--- config.mk ---
export PLATFORM = sky130hd
export DESIGN_NAME = nn_out_wb
export DESIGN_NICKNAME = d
export VERILOG_FILES = /design/src/rtl/nn_out_wb.sv
export SDC_FILE = /design/constraint.sdc
export NUM_CORES = 1
export LEC_CHECK = 0
export CORE_MARGIN = 2
export CORE_UTILIZATION = 25
export CTS_CLUSTER_DIAMETER = 30
export CTS_CLUSTER_SIZE = 16
export DETAILED_ROUTE_END_ITERATION = 8
export MAX_ROUTING_LAYER = met4
export PLACE_DENSITY = 0.43
export SLEW_MARGIN = 20
export SYNTH_ARGS = -nofsm -noshare
export SYNTH_HDL_FRONTEND = slang
export SYNTH_SLANG_ARGS = --single-unit
--- constraint.sdc ---
create_clock -name i_clk -period 3.3 [get_ports i_clk]
set_input_delay 0.495 -clock i_clk [delete_from_list [all_inputs] [get_ports i_clk]]
set_output_delay 0.495 -clock i_clk [all_outputs]
set_load 0.02 [all_outputs]
--- src/rtl/nn_out_wb.sv ---
// Output write-back stage: shift / ReLU / saturate / optional pair max-pool,
// then packs byte pairs into 16-bit DMA writes, one tile per start pulse.
module nn_out_wb #(
    parameter int DATA_WIDTH     = 8,
    parameter int OUT_WIDTH      = 16,
    parameter int DMA_ADDR_WIDTH = 5,
    parameter int CNT_WIDTH      = 16
) (
    input  logic                      i_clk,
    input  logic                      i_rst,
    input  logic                      i_start,
    input  logic                      i_relu,
    input  logic                      i_pool,
    input  logic [3:0]                i_psum_shift,
    input  logic [DMA_ADDR_WIDTH-1:0] i_base_addr,
    input  logic [CNT_WIDTH-1:0]      i_out_count,
    input  logic                      i_valid,
    input  logic [OUT_WIDTH-1:0]      i_result,
    output logic                      o_ready,
    output logic                      o_dma_wr_en,
    output logic [DMA_ADDR_WIDTH-1:0] o_dma_wr_addr,
    output logic [2*DATA_WIDTH-1:0]   o_dma_wr_data,
    output logic                      o_busy,
    output logic                      o_done
);

    typedef enum logic [1:0] {IDLE, RUN, DRAIN, DONE} state_t;

    localparam logic signed [OUT_WIDTH-1:0] QMAX = OUT_WIDTH'(2**(DATA_WIDTH-1) - 1);
    localparam logic signed [OUT_WIDTH-1:0] QMIN = OUT_WIDTH'(-(2**(DATA_WIDTH-1)));
    localparam logic [CNT_WIDTH:0]          ONE  = {{CNT_WIDTH{1'b0}}, 1'b1};

    state_t state_reg, state_next;

    // Latched tile configuration
    logic                      relu_reg;
    logic                      pool_reg;
    logic [3:0]                shift_reg;
    logic [DMA_ADDR_WIDTH-1:0] addr_reg;
    logic [CNT_WIDTH:0]        remain_reg;

    // Input capture, quantize, pool, pack stages
    logic                      in_v_reg;
    logic [OUT_WIDTH-1:0]      in_data_reg;
    logic                      s1_v_reg;
    logic [DATA_WIDTH-1:0]     s1_q_reg;
    logic                      pair_reg;
    logic [DATA_WIDTH-1:0]     held_reg;
    logic                      s2_v_reg;
    logic [DATA_WIDTH-1:0]     s2_b_reg;
    logic                      hi_reg;
    logic [DATA_WIDTH-1:0]     low_reg;

    logic                      wr_en_reg;
    logic [DMA_ADDR_WIDTH-1:0] wr_addr_reg;
    logic [2*DATA_WIDTH-1:0]   wr_data_reg;

    logic                        accept;
    logic                        pipe_empty;
    logic                        pad;
    logic signed [OUT_WIDTH-1:0] shifted;
    logic signed [OUT_WIDTH-1:0] clipped;
    logic [DATA_WIDTH-1:0]       sat_q;
    logic [DATA_WIDTH-1:0]       pool_max;

    assign o_ready    = (state_reg == RUN) && (remain_reg != '0);
    assign accept     = i_valid && o_ready;
    assign pipe_empty = !in_v_reg && !s1_v_reg && !s2_v_reg;
    // A lone low byte left after the pipeline drains is flushed with a zero high byte
    assign pad        = (state_reg == DRAIN) && pipe_empty && hi_reg;

    assign o_busy        = (state_reg != IDLE);
    assign o_done        = (state_reg == DONE);
    assign o_dma_wr_en   = wr_en_reg;
    assign o_dma_wr_addr = wr_addr_reg;
    assign o_dma_wr_data = wr_data_reg;

    always_comb begin
        shifted = $signed(in_data_reg) >>> shift_reg;
        clipped = shifted;
        if (relu_reg && shifted < 0) begin
            clipped = '0;
        end
        if (clipped > QMAX) begin
            sat_q = QMAX[DATA_WIDTH-1:0];
        end else if (clipped < QMIN) begin
            sat_q = QMIN[DATA_WIDTH-1:0];
        end else begin
            sat_q = clipped[DATA_WIDTH-1:0];
        end
    end

    assign pool_max = ($signed(held_reg) > $signed(s1_q_reg)) ? held_reg : s1_q_reg;

    always_comb begin
        state_next = state_reg;
        case (state_reg)
            IDLE: begin
                if (i_start) begin
                    state_next = (i_out_count == '0) ? DONE : RUN;
                end
            end
            RUN: begin
                if (accept && remain_reg == ONE) begin
                    state_next = DRAIN;
                end
            end
            DRAIN: begin
                if (pipe_empty && !hi_reg) begin
                    state_next = DONE;
                end
            end
            DONE: state_next = IDLE;
            default: state_next = IDLE;
        endcase
    end

    always_ff @(posedge i_clk or negedge i_rst) begin
        if (!i_rst) begin
            state_reg   <= IDLE;
            relu_reg    <= 1'b0;
            pool_reg    <= 1'b0;
            shift_reg   <= '0;
            addr_reg    <= '0;
            remain_reg  <= '0;
            in_v_reg    <= 1'b0;
            in_data_reg <= '0;
            s1_v_reg    <= 1'b0;
            s1_q_reg    <= '0;
            pair_reg    <= 1'b0;
            held_reg    <= '0;
            s2_v_reg    <= 1'b0;
            s2_b_reg    <= '0;
            hi_reg      <= 1'b0;
            low_reg     <= '0;
            wr_en_reg   <= 1'b0;
            wr_addr_reg <= '0;
            wr_data_reg <= '0;
        end else begin
            state_reg <= state_next;

            if (state_reg == IDLE && i_start) begin
                relu_reg   <= i_relu;
                pool_reg   <= i_pool;
                shift_reg  <= i_psum_shift;
                addr_reg   <= i_base_addr;
                remain_reg <= i_pool ? {i_out_count, 1'b0} : {1'b0, i_out_count};
                pair_reg   <= 1'b0;
                hi_reg     <= 1'b0;
            end

            if (accept) begin
                remain_reg  <= remain_reg - ONE;
                in_data_reg <= i_result;
            end
            in_v_reg <= accept;

            s1_v_reg <= in_v_reg;
            if (in_v_reg) begin
                s1_q_reg <= sat_q;
            end

            s2_v_reg <= 1'b0;
            if (s1_v_reg) begin
                if (!pool_reg) begin
                    s2_b_reg <= s1_q_reg;
                    s2_v_reg <= 1'b1;
                end else if (!pair_reg) begin
                    held_reg <= s1_q_reg;
                    pair_reg <= 1'b1;
                end else begin
                    s2_b_reg <= pool_max;
                    s2_v_reg <= 1'b1;
                    pair_reg <= 1'b0;
                end
            end

            wr_en_reg   <= 1'b0;
            wr_addr_reg <= '0;
            wr_data_reg <= '0;
            if (s2_v_reg) begin
                if (!hi_reg) begin
                    low_reg <= s2_b_reg;
                    hi_reg  <= 1'b1;
                end else begin
                    wr_en_reg   <= 1'b1;
                    wr_addr_reg <= addr_reg;
                    wr_data_reg <= {s2_b_reg, low_reg};
                    addr_reg    <= addr_reg + 1'b1;
                    hi_reg      <= 1'b0;
                end
            end else if (pad) begin
                wr_en_reg   <= 1'b1;
                wr_addr_reg <= addr_reg;
                wr_data_reg <= {{DATA_WIDTH{1'b0}}, low_reg};
                addr_reg    <= addr_reg + 1'b1;
                hi_reg      <= 1'b0;
            end
        end
    end

endmodule

Word level (Yosys, flattened, before mapping)
Cells that the tools add are included.
{ "word_totals": {"reg_bits": 105, "in_bits": 47, "wordCells": 98} }
{ "op_classes": {"n_addsub": 2, "order_cmp": 4, "eq_ne": 8, "shifts": 1, "muxes": 38, "n_bitwise": 2, "reduce_logical": 24} }
{ "op_table": {"columns": ["op", "count"], "rows": [
  ["17-bit two-way mux", 3],
  ["16-bit two-way mux", 3],
  ["8-bit two-way mux", 6],
  ["5-bit two-way mux", 7],
  ["17-bit by 1-bit == test with 1-bit output (second input constant)", 1],
  ["17-bit nonzero test", 1],
  ["17-bit by 1-bit subtractor with 17-bit output (second input constant)", 1],
  ["16-bit by 8-bit greater-than comparator with 1-bit output (second input constant)", 1],
  ["16-bit zero test", 1],
  ["16-bit by 1-bit less-than comparator with 1-bit output (second input constant)", 1],
  ["16-bit by 8-bit less-than comparator with 1-bit output (second input constant)", 1],
  ["16-bit by 4-bit >>> shifter with 16-bit output", 1],
  ["1-bit two-way mux", 14],
  ["1-bit logical AND", 10],
  ["8-bit greater-than comparator", 1],
  ["2-bit two-way mux", 4],
  ["2-bit one-hot mux with 4 select lines", 1],
  ["2-bit by 1-bit inequality test with 1-bit output (second input constant)", 3],
  ["3-bit AND reduction", 2],
  ["5-bit by 1-bit adder with 5-bit output (second input constant)", 1],
  ["2-bit == test (second input constant)", 2],
  ["1-bit zero test", 4],
  ["2-bit AND reduction", 2],
  ["2-bit nonzero test", 2],
  ["other kinds (5)", 6]
]} }

Longest topological paths before layout
{ "depth": {"depth_word": 7, "depth_mapped": 9} }

Worst setup path after synthesis
No wires, ideal clock.
{ "synth_path": {"path_kind": "flip-flop to flip-flop", "from": "reg s1_q_reg[1]", "to": "reg s2_b_reg[0]", "arrival_time_ns": 2.076, "required_time_ns": 3.229, "path_slack_ns": 1.153, "stages_incl_launch_ff": 9, "path_cell_list": "dfrtp_1 > inv_1 > ha_1 > nor2b_1 > o21ai_0 > a21oi_1 > o41ai_1 > nand4_1 > nand3_1"} }
{ "synth_via": {"elab_chain_len": 4} }
{ "synth_lines": {"columns": ["element", "line", "rtl"], "rows": [
  ["start, declared", "46", "logic [DATA_WIDTH-1:0] s1_q_reg;"],
  ["start signal, assigned", "160", "s1_q_reg <= sat_q;"],
  ["8-bit greater-than comparator", "93", "assign pool_max = ($signed(held_reg) > $signed(s1_q_reg)) ? held_reg : s1_q_reg;"],
  ["8-bit two-way mux", "93", null],
  ["8-bit two-way mux", "168", "end else if (!pair_reg) begin"],
  ["8-bit two-way mux", "165", "if (!pool_reg) begin"],
  ["end signal, assigned", "166", "s2_b_reg <= s1_q_reg;"],
  ["end signal, assigned", "172", "s2_b_reg <= pool_max;"],
  ["end, declared", "50", "logic [DATA_WIDTH-1:0] s2_b_reg;"]
]} }
No other way between the ends. The select of a mux whose other input is x is not followed.
A chain may end at the register's enable or synchronous reset.

Worst setup path after layout
{ "layout_path": {"from": "reg remain_reg[4]", "to": "out o_ready"} }
{ "layout_via": {"elab_chain_len": 2} }
{ "layout_lines": {"columns": ["element", "line", "rtl"], "rows": [
  ["start, declared", "40", "logic [CNT_WIDTH:0] remain_reg;"],
  ["start signal, assigned", "147", "remain_reg <= i_pool ? {i_out_count, 1'b0} : {1'b0, i_out_count};"],
  ["start signal, assigned", "153", "remain_reg <= remain_reg - ONE;"],
  ["17-bit nonzero test", "66", "assign o_ready = (state_reg == RUN) && (remain_reg != '0);"],
  ["1-bit logical AND", "66", null],
  ["end, declared", "19", "output logic o_ready,"]
]} }
No other way between the ends.

==> metrics.txt <==
worst flop-to-flop path endpoint=s1_q_reg[0]; leakage=roughly 0.0030 uW; Setup crit end=o_ready; Detailed Routing Iterations Pass 1=5; Die H=~160 um; post_cts resized=0; Critical Path Start Type=flop; Final period util=between 80% and 90%; final WL=~15,000 um; most common cell after layout, fill and taps aside=dfrtp_1; initial antenna violation count=0; Levels on crit path=4; pin count of the biggest net entering global routing=54; Clock Sinks=105; Synth cell types=49; first-pass GRT wire length=roughly 25,000 um; average wire per standard cell=between 15 and 20 um; vias in the first global route=about 4,700; run status=complete, no violations; GRT Total Usage=a little over an eighth; Port Buffers=roughly 70; Crit path max-delay family=simple AND/OR/NAND/NOR gates; Max Buffers Root-to-Sink=2; Detail Route Antenna Nets=0; Final #Nets=about 730; fin. max-slew vios=0; RSZ-0062 raised after global routing=no; critical path class=flop to output port; Critical path buffers and inverters=1; Max stage delay on crit path=~550 ps; Clock Skew=roughly 9.7 ps; synth warn=0; # DRC=0; Worst Hold Class=input port to asynchronous set/reset pin; fin worst setup slack=between 400 and 500 ps; GPL Wtd Cong=about 0.85; pre-CTS setup slack=around 740 ps; Num CTS Buffers=9; Final Hold Fails=0; reg2reg path depth=6; crit-path cells=nor4_2 > nand4_1 > o21a_1 > clkdlybuf4s50_1; Clock Latency Late Sink=~360 ps; Synth top area share=between 40% and 50%; Post-synth EDFFs=0; worst rel slew slack=between 50 and 60%; CP max-delay cell=clkdlybuf4s50_1; r2r startpoint=shift_reg[0]; TritonCTS clock tree=built; GRT Residual Overflow=0; max FFs per register=17; Vias=4,800; initial drt markers=about 400; cts hold-fix bufs=0; total setup buffers inserted after CTS=0; Max Fclk=0.3502 GHz; n_diodes=0; final-report setup violation count=0; Die ar.=24,430 sq um; sequential share of the synthesized area=a little under half; Setup crit end kind=output port; Mapped Cells=605; placeable core area=between 20,000 and 25,000 sq um; crit path DAT=about 2400 ps; share of layout cells above drive strength 1=under 10%; clk slew on worst S/H paths=roughly 70 ps; most frequent cells in the layout=105 x dfrtp_1, 102 x nand2_1, 70 x clkdlybuf4s50_1; die width=between 150 and 200 um; crit path time final=between 2000 and 3000 ps; maximum vdd drop=0.2965 mV; final setup TNS=0 ps; Max Cap Viol=0; CP max FO=7; count of filler cells inserted in the layout=roughly 2,400; CTS Root Buffer Type=clkbuf_16; biggest area consumer among synthesized cells=dfrtp_1; P&R area growth vs syn=22.12%; initial core utilization=25.53%; minimum hold slack=roughly 170 ps; Top Ports=approximately 70; top post-synthesis cells by area=dfrtp_1 45%, nand2_1 6.6%, mux4_2 5.0%; ys async rst share=between 90% and 100%; Crit. Startpoint=remain_reg[4]; Synthesized Nets=approximately 670; R2R setup slack=roughly 720 ps; Post-synth top flop=dfrtp_1; Worst Max-Slew Pin Slew=between 700 and 800 ps; Area after DPL=about 6800 sq um; Yosys reg bits=105; Final Cell Area=between 7000 and 8000 sq um; CP Data Required Time=2800 ps; post-synthesis area per instance=between 9 and 10 sq um; Power Density=slightly above 900 nW/um^2; routed vias/inst=around 5.0; Rows=55; synthesized area=5798 sq um; htree depth=3; DP HPWL=roughly 11,000 um
Yosys cell counts (6+ instances only):
master / instances
mux4_2: 13
ha_1: 17
nand4_1: 11
nand2_1: 102
o2111ai_1: 8
o21ai_1: 8
nand3_1: 17
a211oi_1: 15
nor4_1: 8
and2_1: 14
buf_2: 6
o22ai_1: 6
mux2_2: 12
inv_1: 22
nor2b_1: 12
nor3b_1: 9
and3_1: 11
mux2i_1: 11
o21ai_0: 26
dfrtp_1: 105
clkbuf_1: 26
a311oi_1: 12
a21oi_1: 37
nand2b_1: 6
nor2_1: 28
nor3_1: 12
logic make-up (layout without fill, tap and decap cells):
group | Yosys count | after routing | share of synthesized area (%)
mux | 37 | 37 | 9.474
fa+ha+maj | 17 | 17 | 3.668
simple gates | 239 | 239 | 20.11
compound gates | 144 | 144 | 16.83
buf+inv | 63 | 124 | 4.596
flops | 105 | 105 | 45.32
per-stage QoR:
stage / util (%) / power [uW] / std cells
after floorplan: - / 4489 / 605
after global routing: 31.18 / 6985 / 951
after global placement: 29.87 / 5334 / 935
final: 31.18 / 6449 / 951
after detailed placement: 29.87 / 5391 / 935
after CTS: 31.18 / 6515 / 951
metal layers:
| metal | up-vias | wire, um | global-route usage, % |
|---|---|---|---|
| li1 | 2305 | - | - |
| met1 | 2349 | 7148 | 17.66 |
| met2 | 131 | 7013 | 20.68 |
| met3 | 15 | 701 | 2.714 |
| met4 | 0 | 201 | 3.145 |
| met5 | - | 0 | - |
cell type report:
| type | count | area (sq um) | area share (%) |
|---|---|---|---|
| flip-flops and latches | 105 | 2628 | 37.11 |
| inverters | 24 | 90.09 | 1.272 |
| multi-input cells | 437 | 2904 | 41.01 |
| well taps | 285 | 356.6 | 5.036 |
| clock buffers | 11 | 252.7 | 3.570 |
| repair buffers | 84 | 805.8 | 11.38 |
| clock inverters | 5 | 43.79 | 0.6185 |
worst min-delay path by stage:
stage                     slack, ps               end           start
after floorplan                 200       addr_reg[0]           i_rst
after global placement          470    in_data_reg[0]  in_data_reg[0]
after detailed placement        470  o_dma_wr_data[4]      low_reg[4]
after CTS                       210       addr_reg[0]           i_rst
after global routing            240  o_dma_wr_addr[1]           i_rst
final                           170       o_dma_wr_en           i_rst
power by group:
part           internal, uW  leakage [uW]  switching, uW  total (uW)
Clock                   567      0.000148            522        1090
Combinational          1320       0.00156           1570        2890
Sequential             1800       0.00128            674        2470
Total                  3690       0.00299           2760        6450
Note: power is estimated with default switching activity, not from simulation.
